===== src/rtl/fmm_reduce_sched.sv =====
// fmm_reduce_sched
//   Job scheduler for the fmm reduce kernel. A job (rows, cols,
//   debug_capacity) is accepted through an ap_ctrl_chain handshake and
//   validated against the kernel limits. A valid job is walked in
//   row-major order, one element command per (row, col). After the last
//   column of each row the scheduler waits for that row's acknowledge
//   from the reducer before it starts the next row.
//
// Ports
//   ap_clk, ap_rst_n          clock, async active-low reset
//   ap_start / ap_done / ap_continue / ap_idle / ap_ready
//                             ap_ctrl_chain control; done is held until continue
//   rows, cols, debug_capacity signed job descriptor, sampled on start accept
//   cmd_din/cmd_write/cmd_full_n  element command FIFO write side
//                             {last, eol, row[IDX_W], col[IDX_W]}
//   ack_empty_n/ack_read      row acknowledge FIFO read side
//   cfg_ok, cap_ok            validation flags of the current/last job
//   elems_issued              commands pushed in the current/last job
module fmm_reduce_sched #(
  parameter int IDX_W     = 17,
  parameter int MAX_ELEMS = 65536,
  parameter int MAX_CAP   = 4096
) (
  input  logic                    ap_clk,
  input  logic                    ap_rst_n,
  input  logic                    ap_start,
  output logic                    ap_done,
  input  logic                    ap_continue,
  output logic                    ap_idle,
  output logic                    ap_ready,
  input  logic signed [31:0]      rows,
  input  logic signed [31:0]      cols,
  input  logic signed [31:0]      debug_capacity,
  output logic [2*IDX_W+1:0]      cmd_din,
  input  logic                    cmd_full_n,
  output logic                    cmd_write,
  input  logic                    ack_empty_n,
  output logic                    ack_read,
  output logic                    cfg_ok,
  output logic                    cap_ok,
  output logic [31:0]             elems_issued
);

  typedef enum logic [2:0] {
    S_IDLE, S_CHECK, S_ISSUE, S_WAIT_ROW, S_DONE
  } state_t;

  state_t             state_q, state_d;
  logic               done_q, done_d;
  logic               cfg_ok_q, cfg_ok_d;
  logic               cap_ok_q, cap_ok_d;
  logic [31:0]        elems_q, elems_d;
  logic [IDX_W-1:0]   row_q, row_d;
  logic [IDX_W-1:0]   col_q, col_d;
  logic signed [31:0] rows_q, rows_d;
  logic signed [31:0] cols_q, cols_d;
  logic signed [31:0] cap_q, cap_d;

  // Shape/capacity checks on the latched descriptor. The product is formed
  // at 64 bits so large operands cannot overflow into a small legal value;
  // the rows>=1 / cols>=1 terms reject negative*negative.
  logic signed [63:0] prod;
  logic               cfg_chk, cap_chk;

  assign prod    = $signed({{32{rows_q[31]}}, rows_q}) * $signed({{32{cols_q[31]}}, cols_q});
  assign cfg_chk = (rows_q >= 32'sd1) && (cols_q >= 32'sd1) && (prod <= $signed(64'(MAX_ELEMS)));
  assign cap_chk = (cap_q >= 32'sd0) && (cap_q <= $signed(32'(MAX_CAP)));

  // Row/col compared zero-extended against count-1. Only meaningful once
  // the job passed validation, so counts are known to be >= 1.
  logic [31:0] row_w, col_w, rows_m1, cols_m1;
  logic        eol, last_row, last;

  assign row_w    = {{(32-IDX_W){1'b0}}, row_q};
  assign col_w    = {{(32-IDX_W){1'b0}}, col_q};
  assign rows_m1  = rows_q - 32'sd1;
  assign cols_m1  = cols_q - 32'sd1;
  assign eol      = (col_w == cols_m1);
  assign last_row = (row_w == rows_m1);
  assign last     = eol & last_row;

  always_comb begin
    state_d   = state_q;
    done_d    = done_q & ~ap_continue;
    cfg_ok_d  = cfg_ok_q;
    cap_ok_d  = cap_ok_q;
    elems_d   = elems_q;
    row_d     = row_q;
    col_d     = col_q;
    rows_d    = rows_q;
    cols_d    = cols_q;
    cap_d     = cap_q;
    cmd_write = 1'b0;
    ack_read  = 1'b0;

    case (state_q)
      S_IDLE: begin
        // A held done blocks new work until the host consumes it.
        if (ap_start && !done_q) begin
          rows_d   = rows;
          cols_d   = cols;
          cap_d    = debug_capacity;
          elems_d  = '0;
          row_d    = '0;
          col_d    = '0;
          cfg_ok_d = 1'b0;
          cap_ok_d = 1'b0;
          state_d  = S_CHECK;
        end
      end
      S_CHECK: begin
        cfg_ok_d = cfg_chk;
        cap_ok_d = cap_chk;
        state_d  = (cfg_chk && cap_chk) ? S_ISSUE : S_DONE;
      end
      S_ISSUE: begin
        cmd_write = cmd_full_n;
        if (cmd_full_n) begin
          elems_d = elems_q + 32'd1;
          if (eol) begin
            col_d   = '0;
            state_d = S_WAIT_ROW;
          end else begin
            col_d = col_q + 1'b1;
          end
        end
      end
      S_WAIT_ROW: begin
        ack_read = ack_empty_n;
        if (ack_empty_n) begin
          if (last_row) begin
            state_d = S_DONE;
          end else begin
            row_d   = row_q + 1'b1;
            state_d = S_ISSUE;
          end
        end
      end
      S_DONE: begin
        // continue in the DONE cycle itself consumes the completion at once
        done_d  = ~ap_continue;
        state_d = S_IDLE;
      end
      default: state_d = S_IDLE;
    endcase
  end

  always_ff @(posedge ap_clk or negedge ap_rst_n) begin
    if (!ap_rst_n) begin
      state_q  <= S_IDLE;
      done_q   <= 1'b0;
      cfg_ok_q <= 1'b0;
      cap_ok_q <= 1'b0;
      elems_q  <= '0;
      row_q    <= '0;
      col_q    <= '0;
      rows_q   <= '0;
      cols_q   <= '0;
      cap_q    <= '0;
    end else begin
      state_q  <= state_d;
      done_q   <= done_d;
      cfg_ok_q <= cfg_ok_d;
      cap_ok_q <= cap_ok_d;
      elems_q  <= elems_d;
      row_q    <= row_d;
      col_q    <= col_d;
      rows_q   <= rows_d;
      cols_q   <= cols_d;
      cap_q    <= cap_d;
    end
  end

  assign ap_done      = (state_q == S_DONE) | done_q;
  assign ap_ready     = (state_q == S_DONE);
  assign ap_idle      = (state_q == S_IDLE) & ~ap_start;
  // Command word only carries data while issuing; it is built from
  // registers, so it stays stable across a full_n stall.
  assign cmd_din      = (state_q == S_ISSUE) ? {last, eol, row_q, col_q} : '0;
  assign cfg_ok       = cfg_ok_q;
  assign cap_ok       = cap_ok_q;
  assign elems_issued = elems_q;

endmodule


===== config.mk =====
export PLATFORM = sky130hd
export DESIGN_NAME = fmm_reduce_sched
export DESIGN_NICKNAME = d
export VERILOG_FILES = /design/src/rtl/fmm_reduce_sched.sv
export SDC_FILE = /design/constraint.sdc
export NUM_CORES = 2
export LEC_CHECK = 0
export BUFFER_PORTS_ARGS = -buffer_cell sky130_fd_sc_hd__buf_4
export CAP_MARGIN = 10
export CORE_MARGIN = 2
export CORE_UTILIZATION = 55
export DETAILED_ROUTE_END_ITERATION = 12
export PLACE_DENSITY_LB_ADDON = 0.1
export SLEW_MARGIN = 15
export SYNTH_ARGS = -nofsm -noshare
export SYNTH_HDL_FRONTEND = slang
export SYNTH_SLANG_ARGS = --single-unit

===== constraint.sdc =====
create_clock -name ap_clk -period 8.9 [get_ports ap_clk]
set_clock_uncertainty 0.2 [all_clocks]
set_input_delay 1.335 -clock ap_clk [delete_from_list [all_inputs] [get_ports ap_clk]]
set_output_delay 1.335 -clock ap_clk [all_outputs]
set_load 0.02 [all_outputs]

# ---- Word level (Yosys, flattened, before mapping)
# Index checks and enable logic that the tools add are counted.
dict set report classes {
  mux 24
  magnitude_cmp 5
  addsub 5
  eq_ne 11
  n_mul 1
  bitwise 6
  reduce_logical 15
}
# operator n
set ops {}
lappend ops {{2-to-1 mux 17 bit} 5}
lappend ops {{case mux 17 bit (2 select lines)} 2}
lappend ops {{== test 17 x 32 -> 1 bit} 2}
lappend ops {{greater-or-equal comparator 32 x 2 -> 1 bit, second input constant} 2}
lappend ops {{<= comparator 64 x 18 -> 1 bit, second input constant} 1}
lappend ops {{multiplier 32 x 32 -> 64 bit} 1}
lappend ops {{2-to-1 mux 32 bit} 2}
lappend ops {{case mux 32 bit (2 select lines)} 1}
lappend ops {{subtractor 32 x 2 -> 32 bit, second input constant} 2}
lappend ops {{2-to-1 mux 36 bit} 1}
lappend ops {{adder 17 x 1 -> 17 bit, second input constant} 2}
lappend ops {{adder 32 x 1 -> 32 bit, second input constant} 1}
lappend ops {{greater-or-equal comparator 32 x 1 -> 1 bit, second input constant} 1}
lappend ops {{<= comparator 32 x 14 -> 1 bit, second input constant} 1}
lappend ops {{2-to-1 mux 3 bit} 6}
lappend ops {{case mux 3 bit (4 select lines)} 1}
lappend ops {{inequality test 2 bit, second input constant} 5}
lappend ops {{AND reduction 4 bit} 2}
lappend ops {{== test 3 x 2 -> 1 bit, second input constant} 2}
lappend ops {{nonzero test 2 bit} 3}
lappend ops {{logical AND 1 bit} 5}
lappend ops {{2-to-1 mux 1 bit} 4}
lappend ops {{case mux 1 bit (2 select lines)} 2}
lappend ops {{AND reduction 2 bit} 2}
lappend ops {{other kinds (8)} 11}
dict set report totals {
  regBits 168
  inputBits 102
  output_inout_bits 75
  word_cells 77
}

# ---- Logic depth before layout (Yosys ltp)
dict set report logic_depth {
  word_depth 6
  mapped_depth 32
  ltp_nobuf 29
}

# ---- Worst setup path after synthesis
# No wires, ideal clock.
dict set report synth_path {
  path_type {reg2reg}
  from {reg cols_q[3]}
  to {reg cfg_ok_q, in the netlist cfg_ok}
  setup_time_ns 0.095
  stages_incl_launch_ff 28
  t_required_ns 8.605
  slack_ns -0.306
  t_arrival_ns 8.911
  path_cell_list {dfrtp_1 clkbuf_1 clkbuf_1 and2_1 fa_1 fa_1 fa_1 inv_1 fa_1 inv_1 fa_1 fa_1 inv_1 fa_1 inv_1 fa_1 ha_1 a21o_1 a31oi_1 o2bb2ai_1 a2111oi_0 o2111ai_1 or4_1 nor4_1 and4_1 nand4_1 o32a_1 o31ai_1}
}
dict set report synth_between {
  elab_chain_len 4
}
# item line
set synth_lines {}
lappend synth_lines {{start, declared} 56} ;# logic signed [31:0] cols_q, cols_d;
lappend synth_lines {{start signal, assigned} 169} ;# cols_q <= cols_d;
lappend synth_lines {{multiplier 32 x 32 -> 64 bit / greater-or-equal comparator 32 x 2 -> 1 bit (equally long branches)} {65, 66}}
lappend synth_lines {{<= comparator 64 x 18 -> 1 bit / logical AND 1 bit (equally long branches)} 66} ;# assign cfg_chk = (rows_q >= 32'sd1) && (cols_q >= 32'sd1) && (prod <= $signed(64'(MAX_ELEMS)));
lappend synth_lines {{logical AND 1 bit *} 66}
lappend synth_lines {{case mux 1 bit (2 select lines) *} 96} ;# case (state_q)
lappend synth_lines {{end signal, assigned} 163} ;# cfg_ok_q <= cfg_ok_d;
lappend synth_lines {{end, declared} 50} ;# logic cfg_ok_q, cfg_ok_d;
# Mark *: on every way between the ends. The rest lies on a longest branch, timed or not.
# A chain may end at the register's enable or synchronous reset.

# ---- Worst setup path after layout
dict set report layout_path {
  from {reg cols_q[9]}
  to {reg state_q[2]}
}
dict set report layout_between {
  elab_chain_len 6
}
# item line
set layout_lines {}
lappend layout_lines {{multiplier 32 x 32 -> 64 bit / greater-or-equal comparator 32 x 2 -> 1 bit (equally long branches)} {65, 66}}
lappend layout_lines {{<= comparator 64 x 18 -> 1 bit / logical AND 1 bit (equally long branches)} 66}
lappend layout_lines {{logical AND 1 bit} 66}
lappend layout_lines {{logical AND 1 bit} 114} ;# state_d = (cfg_chk && cap_chk) ? S_ISSUE : S_DONE;
lappend layout_lines {{2-to-1 mux 3 bit} 114}
lappend layout_lines {{case mux 3 bit (4 select lines)} 96}
lappend layout_lines {{end signal, assigned} 161} ;# state_q <= state_d;
lappend layout_lines {{end, declared} 48} ;# state_t state_q, state_d;
# Several ways; a longest one is shown, not always the timed one.

==> flow_metrics.py <==
metrics = {
    "timing": {
        "rsz0062_at_grt": "yes",
        "slew_headroom_pct": 20.50,
        "tightestPinTransition_ps": 1192,
        "period_minus_slack_ps": 9004,
        "setup_viol": 2,
        "hold_viol_final": 0,
        "fin_ws_ps": -103.7,
        "slew_viol_final": 0,
        "fin_crit_sh_pct": 101.2,
        "fmax_mhz": 111.1,
    },
    "synthesis": {
        "synth_warnings": 0,
        "yosysMostFrequentCell": "fa_1",
        "syn_avg_cell_area_sq_um": 8.921,
        "synth_top_area_share_pct": 46.83,
        "ys_ff_latch": 168,
        "syn_area_sq_um": 46260,
        "synth_common_cells": "fa_1, inv_1, nand2_1",
        "synth_edf_count": 0,
        "synth_nets": 6560,
        "synthArstFlopShare_pct": 100.0,
        "ys.flop_type": "dfrtp_1",
        "yosysTopAreaCell": "fa_1",
        "ys_top_cells_by_area": "fa_1, dfrtp_1, inv_1, nand2_1, and2_1",
        "synthCells": 5185,
        "ys_seq_area_share_pct": 9.088,
        "synth_cell_type_count": 84,
    },
    "hold_path": {
        "hold_path.class": "reg -> reg",
        "hold_start": "cap_q[5]$_DFFE_PN0P_",
    },
    "cells_and_area": {
        "num-fill-cells": 7225,
        "final_cell_area_sq_um": 52320,
        "final_net_count": 6812,
        "syn_to_final_growth_pct": 13.11,
        "drive_gt1_share_pct": 12.48,
    },
    "setup_path": {
        "crit_path_top_delay_cell": "fa_2",
        "crit_type": "reg -> reg",
        "crit_path_start": "cols_q[9]$_DFFE_PN0P_",
        "rrSetupSlack_ps": -100,
        "critical-path-max-stage-delay_ps": 630,
        "cp.arrival_ps": 9110,
        "start_kind": "flip-flop",
        "cp-end-kind": "flip-flop",
        "path_max_fanout": 23,
        "crit_top_cell": "fa_1",
        "rr_startpoint": "cols_q[9]$_DFFE_PN0P_",
        "crit_required_ps": 9000,
    },
    "grt": {
        "antenna_found_initial": 0,
        "top_usage_layer": "met2",
        "grt_max_degree": 102,
        "grt_use_met3_pct": 4.547,
        "met1_usage_pct": 42.66,
        "use_met2_pct": 51.75,
        "grt_overflow": 0,
        "grt_pass1_vias": 38052,
        "grt_pass1_wl_um": 210400,
        "grtUsageTotal_pct": 31.39,
    },
    "place": {
        "dpl-instance-area_sq_um": 51130,
        "hpwlAfterDp_um": 109800,
        "numPortBuffers": 176,
        "place_congestion": 0.9168,
    },
    "die": {
        "fp-row-count": 106,
        "core_area_sq_um": 83420,
        "initial_utilization_pct": 55.45,
        "num_io_pins": 177,
        "die_w_um": 294.0,
        "die_area_sq_um": 86440,
        "fp.dieH_um": 294.0,
    },
    "clocking": {
        "clkTransAtPathRegs_ps": 70,
        "cts_hold_buf": 0,
        "root_buffer": "clkbuf_16",
        "clk_path_buf_depth": 2,
        "htreeDepth": 4,
        "cts_buffers": 17,
        "clock_sinks": 168,
        "cts_tree": "yes",
        "clk_latency_ps": 460,
    },
    "route": {
        "vias": 35851,
        "post_drt_wl_per_cell_um": 19.98,
        "dr.pass1.iters": 6,
        "drtAntennaViolNets": 0,
        "drc": 0,
        "first_iter_violations": 2471,
        "wl_um": 130500,
        "viasPerCell": 5.490,
    },
    "run_status": {
        "violations": "setup timing",
        "outcome": "finished with violations",
    },
    "job": {
        "maxCapViolCount": 0,
    },
}
worst max-delay path, delay by kind of cell (launching register included):
family | cells | cell delay, ps
DFF | 1 | 430
buffers and inverters | 7 | 930
and+or+nand+nor | 6 | 1570
adders and majority gates | 9 | 4540
AOI/OAI and AO/OA | 6 | 1150
worst paths after layout:
path,to,depth (start not counted)
max,state_q[2]$_DFFE_PN0P_,28
min,cap_q[5]$_DFFE_PN0P_,2
max reg2reg,state_q[2]$_DFFE_PN0P_,28
min reg2reg,cap_q[5]$_DFFE_PN0P_,2
max in group asynchronous,rows_q[23]$_DFFE_PN0P_,2
min in group asynchronous,col_q[3]$_DFFE_PN0P_,1
placed cells by master, fill, tap and decap left out, types with 8 or more instances in the layout:
master and n:
nand2b_1 23, nand2_1 903, nor3b_1 8, dfrtp_1 162, xor2_1 48, buf_12 63, ha_1 183, nor2_1 154
nand4_1 41, o21bai_1 11, nor2b_1 13, a211oi_1 14, buf_6 8, clkbuf_16 18, a21oi_1 95, a211o_1 8
o21ai_0 86, fa_1 1072, or3_1 31, xnor2_1 58, and2_1 514, nor4_1 32, and4_1 8, or4_1 14
nand3_1 53, o211ai_1 13, mux2_2 8, inv_1 1000, buf_4 475, o21a_1 19, and3_1 28, a21o_1 21
nor3_1 35, a31oi_1 12, fa_2 10
sequential cells by signal (all words and copies together) (netlist names), 3 cells and up:
name          cells
col_q            17
rows_q           32
state_q           3
row_q            17
cap_q            32
cols_q           32
elems_issued     32
repair_timing:
item,4_1_cts,5_1_grt
pin swaps,11,43
setup endpoints to repair,3,3
gates resized for setup,27,60
buffers inserted,8,17
endpoints found under the hold margin,0,0
gates cloned,0,1
per-stage QoR:
stage	hold slack, ps	instances	util, %	setup slack, ps	setup TNS, ps
after detailed placement	262.0	6472	61.29	-426.1	-1002
after global routing	300.1	6529	62.72	-358.0	-897.7
after global placement	259.7	6472	61.29	-203.3	-286.4
after floorplan	246.0	5185	-	11.56	0
after CTS	281.8	6511	62.21	1.345	0
final	280.3	6530	62.72	-103.7	-104.6
per-layer routing:
metal | vias to the layer above | part of all wire [%]
li1 | 16067 | -
met1 | 18531 | 42
met2 | 1044 | 49
met3 | 209 | 5.9
met4 | 0 | 3.8
met5 | - | 0
cell type report:
cell class	instances	area, sq um	area share, %
Antenna cell	1	2.502	0.004783
Clock buffer	18	439.2	0.8394
Clock inverter	13	133.9	0.2559
Inverter	1009	3797	7.258
Multi-Input combinational cell	3694	37440	71.56
Sequential cell	168	4212	8.049
Tap cell	1080	1351	2.583
Timing Repair Buffer	547	4942	9.446
logic make-up (layout without fill, tap and decap cells):
family	after synthesis	after routing	share of synthesized area (%)
adder cells (fa/ha/maj)	1273	1273	51.99
AO/OA/AOI/OAI	398	398	5.797
buffers and inverters	1323	1587	10.77
other	0	1	0
AND/OR/NAND/NOR	1902	1902	20.00
flip-flops	168	168	9.088
multiplexers	15	15	0.3462
XOR/XNOR	106	106	2.007
Power is not shown: default switching activity piles up to over one toggle a cycle in this logic, so the estimate is an artifact.
